**config.mk**
```make
export PLATFORM = sky130hd
export DESIGN_NAME = mul_unit
export DESIGN_NICKNAME = d
export VERILOG_FILES = /design/src/rtl/alu_pkg.sv /design/src/rtl/sat_clamp.sv /design/src/rtl/mul_unit.sv
export SDC_FILE = /design/constraint.sdc
export NUM_CORES = 1
export LEC_CHECK = 0
export CORE_ASPECT_RATIO = 0.75
export CORE_MARGIN = 2
export CORE_UTILIZATION = 36
export DETAILED_ROUTE_END_ITERATION = 6
export GPL_TIMING_DRIVEN = 1
export HOLD_SLACK_MARGIN = 0.06
export PLACE_DENSITY = 0.63
export SLEW_MARGIN = 20
export SYNTH_ARGS = -nofsm -noshare
export SYNTH_HDL_FRONTEND = slang
export SYNTH_SLANG_ARGS = --single-unit
```
**constraint.sdc**
```tcl
create_clock -name clk -period 3.2 [get_ports clk]
set_clock_uncertainty 0.2 [all_clocks]
set_input_delay 0.32 -clock clk [delete_from_list [all_inputs] [get_ports clk]]
set_output_delay 0.32 -clock clk [all_outputs]
set_load 0.05 [all_outputs]
```
**src/rtl/alu_pkg.sv**
```systemverilog
// Shared ALU definitions: operand width, decimal saturation limit and the
// multiplier sequencer states.
package alu_pkg;

   localparam int WIDTH   = 11;
   localparam int SAT_MAX = 999;
   localparam int CNT_W   = $clog2(WIDTH + 1);

   typedef enum logic [1:0] {
      IDLE = 2'd0,
      CALC = 2'd1,
      SAT  = 2'd2
   } state_t;

endpackage

```
**src/rtl/sat_clamp.sv**
```systemverilog
// Clamps an unsigned product magnitude to SAT_MAX and applies the sign.
// A zero magnitude stays +0 whatever the sign.
module sat_clamp
   import alu_pkg::*;
#(
   parameter int WIDTH   = alu_pkg::WIDTH,
   parameter int SAT_MAX = alu_pkg::SAT_MAX
) (
   input  logic [2*WIDTH-1:0] mag_i,
   input  logic               neg_i,
   output logic [WIDTH-1:0]   res_o
);

   localparam logic [2*WIDTH-1:0] SAT_WIDE = (2*WIDTH)'(SAT_MAX);
   localparam logic [WIDTH-1:0]   SAT_NARR = WIDTH'(SAT_MAX);

   logic [WIDTH-1:0] clip_s;

   // Clamp the magnitude, then negate when the result sign is negative.
   always_comb begin
      clip_s = mag_i[WIDTH-1:0];
      res_o  = '0;
      if (mag_i > SAT_WIDE) begin
         clip_s = SAT_NARR;
      end else begin
         clip_s = mag_i[WIDTH-1:0];
      end
      if (neg_i) begin
         res_o = ~clip_s + WIDTH'(1);
      end else begin
         res_o = clip_s;
      end
   end

endmodule

```
**src/rtl/mul_unit.sv**
```systemverilog
// Sequential signed multiplier: shift-add over WIDTH cycles on operand
// magnitudes, then one saturation cycle that writes out and pulses done.
module mul_unit
   import alu_pkg::*;
#(
   parameter int WIDTH   = alu_pkg::WIDTH,
   parameter int SAT_MAX = alu_pkg::SAT_MAX
) (
   input  logic             clk,
   input  logic             rst_n,
   input  logic             start,
   input  logic [WIDTH-1:0] acc,
   input  logic [WIDTH-1:0] arg1,
   output logic [WIDTH-1:0] out,
   output logic             busy,
   output logic             done
);

   localparam int CW = $clog2(WIDTH + 1);
   localparam logic [CW-1:0] LAST_CNT = CW'(WIDTH - 1);

   state_t               state_q, state_d;
   logic [2*WIDTH-1:0]   mcand_q, mcand_d;
   logic [WIDTH-1:0]     mplr_q,  mplr_d;
   logic [2*WIDTH-1:0]   prod_q,  prod_d;
   logic [CW-1:0]        cnt_q,   cnt_d;
   logic                 sign_q,  sign_d;
   logic [WIDTH-1:0]     out_q,   out_d;
   logic                 done_q,  done_d;
   logic [WIDTH-1:0]     sat_s;

   // -1024 maps to 1024: the unsigned reading of its own two's complement.
   function automatic logic [WIDTH-1:0] mag(input logic [WIDTH-1:0] v);
      return v[WIDTH-1] ? (~v + WIDTH'(1)) : v;
   endfunction

   sat_clamp #(
      .WIDTH   (WIDTH),
      .SAT_MAX (SAT_MAX)
   ) u_sat_clamp (
      .mag_i (prod_q),
      .neg_i (sign_q),
      .res_o (sat_s)
   );

   // Next-state and datapath updates for the IDLE/CALC/SAT sequencer.
   always_comb begin
      state_d = state_q;
      mcand_d = mcand_q;
      mplr_d  = mplr_q;
      prod_d  = prod_q;
      cnt_d   = cnt_q;
      sign_d  = sign_q;
      out_d   = out_q;
      done_d  = 1'b0;
      case (state_q)
         IDLE: begin
            if (start) begin
               mcand_d = {{WIDTH{1'b0}}, mag(acc)};
               mplr_d  = mag(arg1);
               prod_d  = '0;
               cnt_d   = '0;
               sign_d  = acc[WIDTH-1] ^ arg1[WIDTH-1];
               state_d = CALC;
            end else begin
               state_d = IDLE;
            end
         end
         CALC: begin
            if (mplr_q[0]) begin
               prod_d = prod_q + mcand_q;
            end else begin
               prod_d = prod_q;
            end
            mcand_d = mcand_q << 1;
            mplr_d  = mplr_q >> 1;
            cnt_d   = cnt_q + CW'(1);
            if (cnt_q == LAST_CNT) begin
               state_d = SAT;
            end else begin
               state_d = CALC;
            end
         end
         SAT: begin
            out_d   = sat_s;
            done_d  = 1'b1;
            state_d = IDLE;
         end
         default: begin
            state_d = IDLE;
         end
      endcase
   end

   // State and datapath registers; reset aborts any multiply in flight.
   always_ff @(posedge clk or negedge rst_n) begin
      if (!rst_n) begin
         state_q <= IDLE;
         mcand_q <= '0;
         mplr_q  <= '0;
         prod_q  <= '0;
         cnt_q   <= '0;
         sign_q  <= 1'b0;
         out_q   <= '0;
         done_q  <= 1'b0;
      end else begin
         state_q <= state_d;
         mcand_q <= mcand_d;
         mplr_q  <= mplr_d;
         prod_q  <= prod_d;
         cnt_q   <= cnt_d;
         sign_q  <= sign_d;
         out_q   <= out_d;
         done_q  <= done_d;
      end
   end

   assign out  = out_q;
   assign done = done_q;
   assign busy = (state_q != IDLE);

endmodule

```
==> impl_metrics.py, run 1 <==
metrics = {
    "synthesis": {
        "synth_edf_count": 0,
        "yosys_warnings": 0,
        "synthCells": 519,
        "syn_avg_cell_area_um2": 8.69,
        "synth_top_area_cell": "dfrtp_1",
        "yosys-top-cells-count": "nand2_1, o21ai_0, dfrtp_1, nor2_1, ha_1",
        "ys_seq_area_frac": 0.411,
        "synthDistinctLibCells": 50,
        "syn_nets": 571,
        "syn_area_um2": 4510,
        "async_flop_share": 1.00,
        "synth-seq-cells": 74,
        "ys.flop_type": "dfrtp_1",
        "yosysMostFrequentCell": "nand2_1",
        "synth.area.top_cells": "dfrtp_1, o21ai_0, ha_1",
        "yosysTopAreaCellShare": 0.411,
    },
    "clock_tree": {
        "numCtsBuffers": 9,
        "clock-root-buffer": "clkbuf_16",
        "cts_htree_levels": 3,
        "clk_pin_slew_ps": 60,
        "clock_latency_ps": 340,
        "clockBufferDepth": 2,
        "cts_sinks": 74,
        "tritoncts": "done",
    },
    "timing": {
        "maxSlewHeadroom": 0.375,
        "worstMarginPinSlew_ps": 938,
        "hold_viol_final": 0,
        "setup_viol": 0,
        "min_period_ps": 2960,
        "worst_slack_ps": 238,
        "fmax_mhz": 338,
        "min_period_over_period": 0.926,
        "slew_viol_final": 0,
    },
    "placement": {
        "portBuffers": 37,
        "hpwl_mm": 8.03,
        "gp_congestion": 0.887,
        "place_area_um2": 5060,
        "dp.cells": 707,
        "place_ws_ps": 146,
    },
    "critical_path": {
        "cpMaxStageDelayCell": "o31ai_1",
        "cp-end-kind": "flop",
        "critPathBufInv": 1,
        "critPathLaunchType": "flop",
        "crit_family": "compound AO/OA/AOI/OAI gates",
        "cp.required_ps": 3190,
        "crit_path_max_fanout": 4,
        "max_stage_delay_ps": 480,
        "path_class": "flop to flop",
        "worst_ep_arrival_time_ps": 2960,
        "crit_chain": "ha_1 > inv_1 > fa_1 > nor2b_1 > o31a_1 > o31ai_2 > o31ai_1 > a21o_1 > a21oi_1 > xor2_1 > o21ai_0",
    },
    "detailed_routing": {
        "postRouteAntennaNets": 0,
        "drt_iter0_markers": 337,
        "wl_per_cell_um": 15.0,
        "num_vias": 3878,
        "route.detailed.drc": 0,
        "vias_per_cell": 5.35,
        "drt_first_pass_iters": 5,
        "routed_wl_mm": 10.8,
    },
    "die": {
        "boundaryPins": 38,
        "start_util": 0.368,
        "die_height_um": 101,
        "dieArea_um2": 13400,
        "core_um2": 12300,
        "die_w_um": 133,
        "fp-row-count": 35,
    },
    "finish": {
        "nFillCells": 1216,
        "fin_area_um2": 5380,
        "final_layout_size_suffix_gt1_frac": 0.0680,
        "syn2layout_area_growth_pct": 19.3,
        "num_antenna_cells": 0,
        "nNetsFinal": 606,
        "final_cell_count_no_fill": 725,
    },
    "global_routing": {
        "grt_max_degree": 75,
        "gr-total-overflow": 0,
        "grt_pass1_wl_mm": 18.3,
        "grt_pass1_vias": 3630,
        "antenna_found_initial": 0,
        "grtUsageTotal": 0.170,
    },
    "run_status": {
        "status": "complete, no violations",
    },
    "pwr": {
        "power_density_nw_per_um2": 986,
        "irDropWorstVdd_v": 0.000431,
        "leakage_nw": 2.35,
    },
    "worst_hold_path": {
        "hold_path_class": "flop to flop",
    },
    "job": {
        "max-cap-violations": 0,
    },
}
[cells in the final DEF, fill, tap and decap left out, drive strengths merged, types with 5 or more instances in the layout]
cell type	n
nor4	5
nor2b	6
xnor2	14
nor2	41
clkdlybuf4s50	36
a21o	7
buf	11
nand2	78
ha	26
nand2b	5
o21ai	78
o41ai	6
o31ai	6
nand3	9
inv	15
clkbuf	10
a22oi	15
xor2	20
a21oi	24
dfrtp	74
nor3	11
o22ai	5
or3	7
[state kept, by name (all words and copies together) (netlist names)]
signal	cells
mcand_q	22
prod_q	22
mplr_q	11
out	11
cnt_q	4
state_q	2
done	1
sign_q	1
[worst reg2reg max path: cells and delay by family, from the launching register on]
| kind | cells | cell delay [ps] |
|---|---|---|
| buffers and inverters | 1 | 60 |
| AND/OR/NAND/NOR | 1 | 190 |
| XOR/XNOR | 1 | 240 |
| flip-flops | 1 | 360 |
| AO/OA/AOI/OAI | 6 | 1190 |
| adder cells (fa/ha/maj) | 2 | 580 |
[report_power, final]
group          internal, mW  switching, mW
Combinational          1.08           1.58
Sequential             1.32          0.405
Clock                 0.525          0.393
Total                  2.93           2.37
[cell families (layout without fill, tap and decap cells)]
group,Yosys count,after routing,share of synthesized area
adder cells (fa/ha/maj),27,27,0.0766
flip-flops,74,74,0.411
AND/OR/NAND/NOR,174,174,0.175
buffers and inverters,38,78,0.0322
XOR/XNOR,34,34,0.0660
multiplexers,2,2,0.00444
AO/OA/AOI/OAI,170,170,0.236
[cell type report]
type / instances / area [um^2] / area share
Clock buffer: 10 / 229 / 0.0426
Multi-Input combinational cell: 407 / 2540 / 0.473
Timing Repair Buffer: 48 / 453 / 0.0842
Tap cell: 166 / 208 / 0.0386
Inverter: 14 / 52.6 / 0.00977
Sequential cell: 74 / 1850 / 0.344
Clock inverter: 6 / 42.5 / 0.00791
[per-stage QoR]
| step | power [mW] | utilization | TNS, ps | hold slack (ps) |
|---|---|---|---|---|
| floorplan | 3.56 | - | 0 | -176 |
| detailed placement | 4.33 | 0.413 | 0 | 272 |
| global placement | 4.25 | 0.413 | 0 | 262 |
| global route | 5.73 | 0.439 | -5.74 | 301 |
| CTS | 5.27 | 0.436 | 0 | 284 |
| finish | 5.30 | 0.439 | 0 | 272 |
[path summary, 6_finish.rpt]
path	startpoint	end	slack [ps]	cells after the start
setup / recovery	mcand_q[0]$_DFFE_PN0P_	prod_q[14]$_DFFE_PN0P_	240	11
hold / removal	out[7]$_DFFE_PN0P_	out[7]$_DFFE_PN0P_	270	2
setup reg to reg	mcand_q[0]$_DFFE_PN0P_	prod_q[14]$_DFFE_PN0P_	240	11
hold reg to reg	out[7]$_DFFE_PN0P_	out[7]$_DFFE_PN0P_	270	2
max in group asynchronous	rst_n	mcand_q[0]$_DFFE_PN0P_	1730	2
min in group asynchronous	rst_n	mcand_q[20]$_DFFE_PN0P_	470	2
[repair_timing]
item / in CTS / in global routing
hold endpoints to repair: 74 / 0
endpoints found under the setup margin: 0 / 2
buffers inserted: 0 / 1
gates resized for setup: 0 / 5
hold buffers: 1 / 0
[layer usage]
| metal | wire length, um | global-route usage | vias to the layer above |
|---|---|---|---|
| met5 | 0 | 0 | - |
| met4 | 124 | 0.0475 | 0 |
| met3 | 694 | 0.0387 | 11 |
| met2 | 4450 | 0.246 | 95 |
| met1 | 5580 | 0.253 | 1842 |
| li1 | - | - | 1930 |
(Power assumes the default switching activity.)
==> run 2: changes to the inputs <==
--- a/config.mk
+++ b/config.mk
@@ -6,13 +6,12 @@
 export NUM_CORES = 1
 export LEC_CHECK = 0
 export CORE_ASPECT_RATIO = 0.75
-export CORE_MARGIN = 2
+export CORE_MARGIN = 4
 export CORE_UTILIZATION = 36
 export DETAILED_ROUTE_END_ITERATION = 6
 export GPL_TIMING_DRIVEN = 1
 export HOLD_SLACK_MARGIN = 0.06
 export PLACE_DENSITY = 0.63
-export SLEW_MARGIN = 20
 export SYNTH_ARGS = -nofsm -noshare
 export SYNTH_HDL_FRONTEND = slang
 export SYNTH_SLANG_ARGS = --single-unit
==> constraint.sdc (replaced) <==
create_clock -name clk -period 3.2 [get_ports clk]
set_clock_uncertainty 0.2 [all_clocks]
set_input_delay 0.32 -clock clk [delete_from_list [all_inputs] [get_ports clk]]
set_output_delay 0.32 -clock clk [all_outputs]
set_load 0.02 [all_outputs]
==> impl_metrics.py, run 2 (synthesis gave the netlist of run 1 again) <==
metrics = {
    "placement": {
        "portBuffers": 37,
        "gp_congestion": 0.867,
        "hpwl_mm": 7.68,
        "place_area_um2": 5040,
    },
    "finish": {
        "num_antenna_cells": 0,
        "seq_area_um2": 1850,
        "reg.largest.list": "mcand_q (22), prod_q (22)",
        "utilization": 0.438,
        "final_layout_size_suffix_gt1_frac": 0.0559,
        "nNetsFinal": 602,
        "layout_commonest_cell": "nand2_1",
        "mostFrequentLayoutCells": "nand2_1, o21ai_0, dfrtp_1",
        "multi_input_area_um2": 2510,
        "syn2layout_area_growth_pct": 19.1,
        "fin_area_um2": 5370,
        "nFillCells": 1179,
    },
    "clock_tree": {
        "cts_sinks": 74,
        "clockBufferDepth": 2,
        "clock-root-buffer": "clkbuf_16",
        "cts_setup_buffers": 0,
        "tritoncts": "done",
        "ctsHoldBuffers": 1,
        "cts_resized": 0,
        "clock_latency_ps": 340,
        "clk_pin_slew_ps": 60,
        "numCtsBuffers": 9,
        "cts_htree_levels": 3,
    },
    "global_routing": {
        "gr-total-overflow": 0,
        "grtUsageTotal": 0.154,
        "grt_pass1_vias": 3749,
        "antenna_found_initial": 0,
        "grt_max_degree": 75,
        "grt_pass1_wl_mm": 18.2,
    },
    "pwr": {
        "clock_power_share": 0.208,
        "leakage_nw": 2.35,
        "comb_power_share": 0.466,
        "seqPwrFrac": 0.327,
        "p_int_mw": 3.07,
        "p_sw_frac": 0.412,
        "power_density_nw_per_um2": 971,
        "power_mw": 5.21,
        "irDropWorstVdd_v": 0.000310,
        "power.switching_mw": 2.15,
    },
    "critical_path": {
        "critPathLaunchType": "flop",
        "path_class": "flop to flop",
        "crit_path_max_fanout": 4,
        "cp-startpoint": "prod_q[11]$_DFFE_PN0P_",
        "rrSetupSlack_ps": 210,
        "r2r_end": "out[10]$_DFFE_PN0P_",
        "r2r_start": "prod_q[11]$_DFFE_PN0P_",
        "cp.required_ps": 3180,
        "max_stage_delay_ps": 400,
        "worst_ep_arrival_time_ps": 2980,
        "crit_chain": "nor4_1 > and3_1 > o21ai_0 > nor2_1 > ha_1 > nand2_1 > or3_1 > or3_1 > o41ai_1 > o21ai_0",
        "cp-end-kind": "flop",
        "cpMaxStageDelayCell": "dfrtp_1",
        "reg2reg_depth": 10,
    },
    "die": {
        "die_height_um": 105,
        "core_um2": 12300,
        "boundaryPins": 38,
        "die_w_um": 137,
        "dieArea_um2": 14400,
        "fp-row-count": 35,
        "start_util": 0.368,
    },
    "worst_hold_path": {
        "whs_path_depth": 2,
        "hp-start": "out[6]$_DFFE_PN0P_",
        "hold-path-endpoint": "out[6]$_DFFE_PN0P_",
        "hold_path_class": "flop to flop",
    },
    "timing": {
        "worstMarginPinSlew_ps": 933,
        "hold_viol_final": 0,
        "fin_setup_tns_ps": 0,
        "min_period_over_period": 0.935,
        "fmax_mhz": 334,
        "slew_viol_final": 0,
        "holdWs_ps": 273,
        "grt_setup_unrepaired": "false",
        "setup_viol": 0,
        "min_period_ps": 2990,
        "maxSlewHeadroom": 0.378,
    },
    "detailed_routing": {
        "postRouteAntennaNets": 0,
        "wl_per_cell_um": 14.5,
        "vias_per_cell": 5.36,
        "drt_iter0_markers": 252,
        "num_vias": 3861,
        "drt_first_pass_iters": 5,
        "route.detailed.drc": 0,
        "routed_wl_mm": 10.5,
    },
    "run_status": {
        "status": "complete, no violations",
    },
    "job": {
        "max-cap-violations": 0,
    },
}
[run 2: cell type report]
type | count | share of cell area
multi-input cells | 407 | 0.468
inverters | 14 | 0.00979
repair buffers | 44 | 0.0788
well taps | 166 | 0.0387
flip-flops and latches | 74 | 0.345
clock inverters | 5 | 0.0144
clock buffers | 11 | 0.0452
[run 2: power by group through the flow]
stage / clock network (mW) / logic [mW] / registers, mW
CTS: 1.11 / 2.43 / 1.70
detailed placement: 0 / 2.41 / 1.71
finish: 1.08 / 2.43 / 1.70
floorplan: 0 / 1.76 / 1.65
global placement: 0 / 2.36 / 1.70
global route: 1.15 / 2.74 / 1.76
[run 2: worst max path at each step]
stage	to	slack, ps	depth (start not counted)
final	out[10]$_DFFE_PN0P_	210	10
after floorplan	out[10]$_DFFE_PN0P_	450	11
after global placement	out[10]$_DFFE_PN0P_	300	10
after detailed placement	out[10]$_DFFE_PN0P_	230	10
after CTS	out[10]$_DFFE_PN0P_	210	10
after global routing	out[8]$_DFFE_PN0P_	20	11
[run 2: metal layers]
| metal | wire, um | vias up | part of all wire | GRT usage |
|---|---|---|---|---|
| met1 | 5280 | 1839 | 0.50 | 0.223 |
| met3 | 575 | 12 | 0.055 | 0.0395 |
| li1 | - | 1921 | - | - |
| met5 | 0 | - | 0 | 0 |
| met4 | 99 | 0 | 0.0095 | 0.0328 |
| met2 | 4510 | 89 | 0.43 | 0.232 |
[run 2: per-stage QoR]
stage / cells / worst slack, ps
finish: 721 / 208
global route: 721 / 15.4
CTS: 721 / 211
detailed placement: 704 / 229
global placement: 704 / 304
floorplan: 519 / 447
[run 2: worst max-delay path, delay by kind of cell (launching register included)]
family,cells,cell delay (ps)
simple gates,6,1580
fa+ha+maj,1,170
compound gates,3,490
flops,1,400
